<file path="config.mk">
export PLATFORM = sky130hd
export DESIGN_NAME = triangle_fetch
export DESIGN_NICKNAME = d
export VERILOG_FILES = /design/src/rtl/render_pkg.sv /design/src/rtl/triangle_fetch.sv
export SDC_FILE = /design/constraint.sdc
export NUM_CORES = 1
export LEC_CHECK = 0
export ABC_AREA = 1
export ABC_CLOCK_PERIOD_IN_PS = 7100
export BUFFER_PORTS_ARGS = -buffer_cell sky130_fd_sc_hd__buf_2
export CAP_MARGIN = 10
export CORE_MARGIN = 2
export CORE_UTILIZATION = 35
export CTS_CLUSTER_SIZE = 40
export DETAILED_ROUTE_END_ITERATION = 6
export GPL_TIMING_DRIVEN = 1
export SYNTH_ARGS = -nofsm -noshare
export SYNTH_HDL_FRONTEND = slang
export SYNTH_SLANG_ARGS = --single-unit
</file>
<file path="constraint.sdc">
create_clock -name Clk -period 7.1 [get_ports Clk]
set_input_delay 0.71 -clock Clk [delete_from_list [all_inputs] [get_ports Clk]]
set_output_delay 0.71 -clock Clk [all_outputs]
set_load 0.02 [all_outputs]
</file>
<file path="src/rtl/render_pkg.sv">
// Shared types for the render front end: vertex and triangle layouts,
// screen geometry and the triangle fetch state encoding.
package render_pkg;

   localparam int VTX_WI   = 8;
   localparam int VTX_WF   = 8;
   localparam int VTX_W    = VTX_WI + VTX_WF;

   localparam int SCR_W    = 640;
   localparam int SCR_H    = 480;
   localparam int SCR_BITS = $clog2((SCR_W > SCR_H) ? SCR_W : SCR_H);

   typedef logic [2:0][VTX_W-1:0]    vertex3_t;
   typedef vertex3_t [2:0]           tri3_t;
   typedef logic [1:0][SCR_BITS-1:0] scr_vertex_t;
   typedef scr_vertex_t [2:0]        scr_tri_t;

   typedef enum logic [2:0] {
      FS_IDLE,
      FS_FETCH_IDX,
      FS_WAIT_IDX,
      FS_FETCH_VTX,
      FS_PROJ,
      FS_EMIT,
      FS_NEXT,
      FS_DONE
   } fetch_state_t;

endpackage

</file>
<file path="src/rtl/triangle_fetch.sv">
// Walks the mesh index ROM, gathers three vertices per triangle, lets the
// projection settle and forwards unclipped screen triangles downstream.
module triangle_fetch
   import render_pkg::*;
#(
   parameter int WI       = VTX_WI,
   parameter int WF       = VTX_WF,
   parameter int NUM_TRI  = 12,
   parameter int NUM_VERT = 8,
   parameter int IDX_W    = $clog2(NUM_VERT),
   parameter int TRI_W    = $clog2(NUM_TRI),
   parameter int PROJ_LAT = 2
) (
   input  logic                                 Clk,
   input  logic                                 Reset,
   input  logic                                 frame_start,
   output logic [TRI_W-1:0]                     idx_addr,
   input  logic [2:0][IDX_W-1:0]                idx_data,
   output logic [IDX_W-1:0]                     vtx_addr,
   input  logic [2:0][WI+WF-1:0]                vtx_data,
   output logic [2:0][2:0][WI+WF-1:0]           orig_triangle,
   input  logic [2:0][1:0][SCR_BITS-1:0]        proj_triangle,
   input  logic                                 clip,
   output logic [2:0][1:0][SCR_BITS-1:0]        tri_out,
   output logic                                 tri_valid,
   input  logic                                 tri_ready,
   output logic                                 busy,
   output logic                                 frame_done,
   output logic [TRI_W:0]                       tri_count
);

   localparam int                PC_W     = (PROJ_LAT > 1) ? $clog2(PROJ_LAT) : 1;
   localparam logic [TRI_W-1:0]  LAST_TRI = TRI_W'(NUM_TRI - 1);
   localparam logic [PC_W-1:0]   LAST_P   = PC_W'(PROJ_LAT - 1);

   fetch_state_t                 state;
   fetch_state_t                 state_nxt;
   logic [TRI_W-1:0]             tri_idx;
   logic [2:0][IDX_W-1:0]        idx_reg;
   logic [1:0]                   v_cnt;
   logic [PC_W-1:0]              p_cnt;
   logic [2:0][2:0][WI+WF-1:0]   vtx_reg;

   always_ff @(posedge Clk or posedge Reset) begin
      if (Reset) begin
         state <= FS_IDLE;
      end else begin
         state <= state_nxt;
      end
   end

   always_comb begin
      state_nxt = state;
      case (state)
         FS_IDLE:      if (frame_start) state_nxt = FS_FETCH_IDX;
         FS_FETCH_IDX: state_nxt = FS_WAIT_IDX;
         FS_WAIT_IDX:  state_nxt = FS_FETCH_VTX;
         FS_FETCH_VTX: if (v_cnt == 2'd3) state_nxt = FS_PROJ;
         FS_PROJ:      if (p_cnt == LAST_P) state_nxt = clip ? FS_NEXT : FS_EMIT;
         FS_EMIT:      if (tri_ready) state_nxt = FS_NEXT;
         FS_NEXT:      state_nxt = (tri_idx == LAST_TRI) ? FS_DONE : FS_FETCH_IDX;
         FS_DONE:      state_nxt = FS_IDLE;
         default:      state_nxt = FS_IDLE;
      endcase
   end

   // The vertex ROM answers one cycle late, so slot v_cnt-1 is captured while
   // address v_cnt is being presented.
   always_ff @(posedge Clk or posedge Reset) begin
      if (Reset) begin
         tri_idx   <= '0;
         tri_count <= '0;
         idx_reg   <= '0;
         v_cnt     <= '0;
         p_cnt     <= '0;
         vtx_reg   <= '0;
         tri_out   <= '0;
      end else begin
         case (state)
            FS_IDLE: begin
               if (frame_start) begin
                  tri_idx   <= '0;
                  tri_count <= '0;
               end
            end
            FS_WAIT_IDX: begin
               idx_reg <= idx_data;
               v_cnt   <= '0;
            end
            FS_FETCH_VTX: begin
               v_cnt <= v_cnt + 2'd1;
               if (v_cnt != 2'd0) vtx_reg[v_cnt - 2'd1] <= vtx_data;
               if (v_cnt == 2'd3) p_cnt <= '0;
            end
            FS_PROJ: begin
               p_cnt <= p_cnt + 1'b1;
               if (p_cnt == LAST_P) tri_out <= proj_triangle;
            end
            FS_EMIT: begin
               if (tri_ready) tri_count <= tri_count + 1'b1;
            end
            FS_NEXT: begin
               if (tri_idx != LAST_TRI) tri_idx <= tri_idx + 1'b1;
            end
            default: begin
            end
         endcase
      end
   end

   always_comb begin
      vtx_addr = '0;
      if (state == FS_FETCH_VTX && v_cnt != 2'd3) vtx_addr = idx_reg[v_cnt];
   end

   assign idx_addr      = tri_idx;
   assign orig_triangle = vtx_reg;
   assign tri_valid     = (state == FS_EMIT);
   assign busy          = (state != FS_IDLE);
   assign frame_done    = (state == FS_DONE);

endmodule

</file>
==> impl_metrics.env <==
export IMPL_synthTopCellsByCount="nand2_1, dfrtp_1, o21ai_1"
export IMPL_root_buffer="clkbuf_16"
export IMPL_path_class="reg2reg"
export IMPL_vias=7437
export IMPL_grt_pass1_wl_um=37630
export IMPL_synth_async_reset_ratio_pct=100.0
export IMPL_vias_per_cell=4.614
export IMPL_dieWidth_um=165.1
export IMPL_gp_congestion=0.7892
export IMPL_finalCritPeriodShare_pct=37.68
export IMPL_grt_usage_pct=17.22
export IMPL_clock_fmax_mhz=373.8
export IMPL_syn_instance_count=942
export IMPL_finalSetupViolCount=0
export IMPL_coreArea_mm2=0.02533
export IMPL_rsz0062_at_grt="false"
export IMPL_r2r_end="orig_triangle[60]"
export IMPL_hold_buffers=0
export IMPL_dr_first_iter_drc_count=477
export IMPL_slew_violations=0
export IMPL_drtAntennaViolNets=0
export IMPL_p_per_area_mw_per_mm2=505.7
export IMPL_synth_area_mm2=0.009080
export IMPL_dieHeight_um=165.1
export IMPL_crit_required_ps=7510
export IMPL_die_area_mm2=0.02725
export IMPL_post_synth_num_cell_types=27
export IMPL_synth_most_common_cell="nand2_1"
export IMPL_multi_input_area_mm2=0.002785
export IMPL_period_needed_ps=2675
export IMPL_cap_violations=0
export IMPL_portBuffers=340
export IMPL_cp_data_arrival_time_ps=3080
export IMPL_nFillCells=2514
export IMPL_io_pins=341
export IMPL_fin_nets=1391
export IMPL_antenna_found_initial=3
export IMPL_cts_resized=0
export IMPL_clock_skew_ps=12.91
export IMPL_status="finished, final reports clean"
export IMPL_drt_wl_total_um=24110
export IMPL_h_tree_depth=1
export IMPL_netlist_top_cell_by_area="dfrtp_1"
export IMPL_synth_fp_nets=1071
export IMPL_syn_to_final_growth_pct=29.32
export IMPL_rr_startpoint="v_cnt[0]"
export IMPL_drive_gt1_share_pct=31.80
export IMPL_instances_no_fill=1612
export IMPL_row_count=58
export IMPL_hpwlAfterDp_um=16480
export IMPL_synth_top_area_share_pct=62.84
export IMPL_worstMarginPinSlew_ps=1130
export IMPL_hold_viol=0
export IMPL_ys_warn_count=0
export IMPL_dr_pass1_iters=5
export IMPL_synthFlopType="dfrtp_1"
export IMPL_first_global_vias=7210
export IMPL_synth_edf_count=0
export IMPL_path_max_fanout=96
export IMPL_ys_seq_area_share_pct=62.84
export IMPL_seq_area_mm2=0.005707
export IMPL_critPathLaunch="v_cnt[0]"
export IMPL_clkTransAtPathRegs_ps=60
export IMPL_gr_total_overflow=0
export IMPL_start_util_pct=35.85
export IMPL_fin_util_pct=46.36
export IMPL_cp_start_kind="flip-flop"
export IMPL_synth_area_leaders="dfrtp_1, nand2_1, o21ai_1"
export IMPL_end_kind="flip-flop"
export IMPL_post_cts_setup_buffers=0
export IMPL_cts_tree="built"
export IMPL_cts_sinks=228
export IMPL_dp_cells=1565
export IMPL_power_leakage_nw=6.415
export IMPL_drc=0
export IMPL_hp_class="in2async"
export IMPL_setup_tns_final_ps=0
export IMPL_largest_reg_flops=144
export IMPL_clk_path_buf_depth=3
export IMPL_routedWlPerCell_um=14.95
export IMPL_worst_r2r_path_depth=5
export IMPL_cts_buffers=25
export IMPL_relSlewSlack_pct=24.41
export IMPL_max_vdd_ir_drop_mv=0.2445
export IMPL_synth_seq_cells=228
export IMPL_grt_max_degree=97
export IMPL_worstSkewPairLatency_ps=530
export IMPL_rrSetupSlack_ps=4420
export IMPL_avgSynthCellArea_um2=9.639
cell type report:
class                   instances  share of cell area, %
well taps                     330                  3.516
flip-flops and latches        228                  48.60
clock buffers                  35                  5.988
clock inverters                10                  1.247
multi-input cells             598                  23.72
diodes                          2                0.04262
inverters                      65                  2.142
repair buffers                344                  14.75
through the flow:
stage	hold slack [ps]	area, µm²	worst slack, ps	total power [mW]
after floorplan	473.9	9080	142.1	3.754
after global placement	449.9	10890	4561	4.608
after detailed placement	455.1	10890	4449	4.650
after CTS	285.0	11740	4402	6.021
after global routing	309.7	11740	4116	6.369
final	288.9	11740	4425	5.938
cell families (layout without fill, tap and decap cells):
family | Yosys count | after routing | share of synthesized area, %
mux | 9 | 9 | 1.116
xor+xnor | 1 | 1 | 0.09648
other cells | 0 | 2 | 0
fa+ha+maj | 7 | 7 | 0.9645
flops | 228 | 228 | 62.84
simple gates | 420 | 420 | 19.58
compound gates | 161 | 161 | 8.916
buf+inv | 116 | 454 | 6.490
per-layer routing:
layer	GRT usage, %	share of wire [%]	vias to the layer above
met4	4.348	2.2	2
met5	0	0.046	-
met2	28.48	46	276
met3	5.994	10	32
met1	21.63	42	3450
li1	-	-	3677
worst max-delay path by stage:
stage | cells after the start | endpoint | slack [ps]
2_1_floorplan | 1 | idx_addr[0] | 140
3_3_place_gp | 5 | orig_triangle[63] | 4560
3_5_place_dp | 5 | orig_triangle[31] | 4450
4_1_cts | 5 | vtx_addr[1] | 4400
5_1_grt | 5 | orig_triangle[14] | 4120
6_report | 5 | orig_triangle[60] | 4420
power by group:
part / internal (mW) / switching (mW) / total [mW] / leakage, nW
sequential: 1.91 / 0.362 / 2.27 / 2.71
clock: 0.804 / 0.530 / 1.33 / 0.416
combinational: 0.763 / 1.57 / 2.33 / 3.28
cell usage in the layout (no fill, tap or decap), types with 4 or more instances in the layout:
| cell | n |
|---|---|
| clkbuf_8 | 4 |
| inv_1 | 63 |
| dfrtp_1 | 227 |
| nand2_1 | 309 |
| ha_1 | 7 |
| o21ai_0 | 34 |
| nand4_1 | 4 |
| nor2_1 | 19 |
| clkinv_2 | 4 |
| buf_4 | 4 |
| buf_2 | 340 |
| clkbuf_1 | 6 |
| o21ai_1 | 122 |
| nand3_1 | 75 |
| clkbuf_16 | 25 |
| mux2_2 | 9 |
critical path, stage by stage, from the launching register on:
cell and delay [ps]:
dfrtp_1 460, clkinv_1 270, ha_1 270, inv_1 190, nand3_4 760, o21ai_0 520
Power figures use the tool's default switching activity.
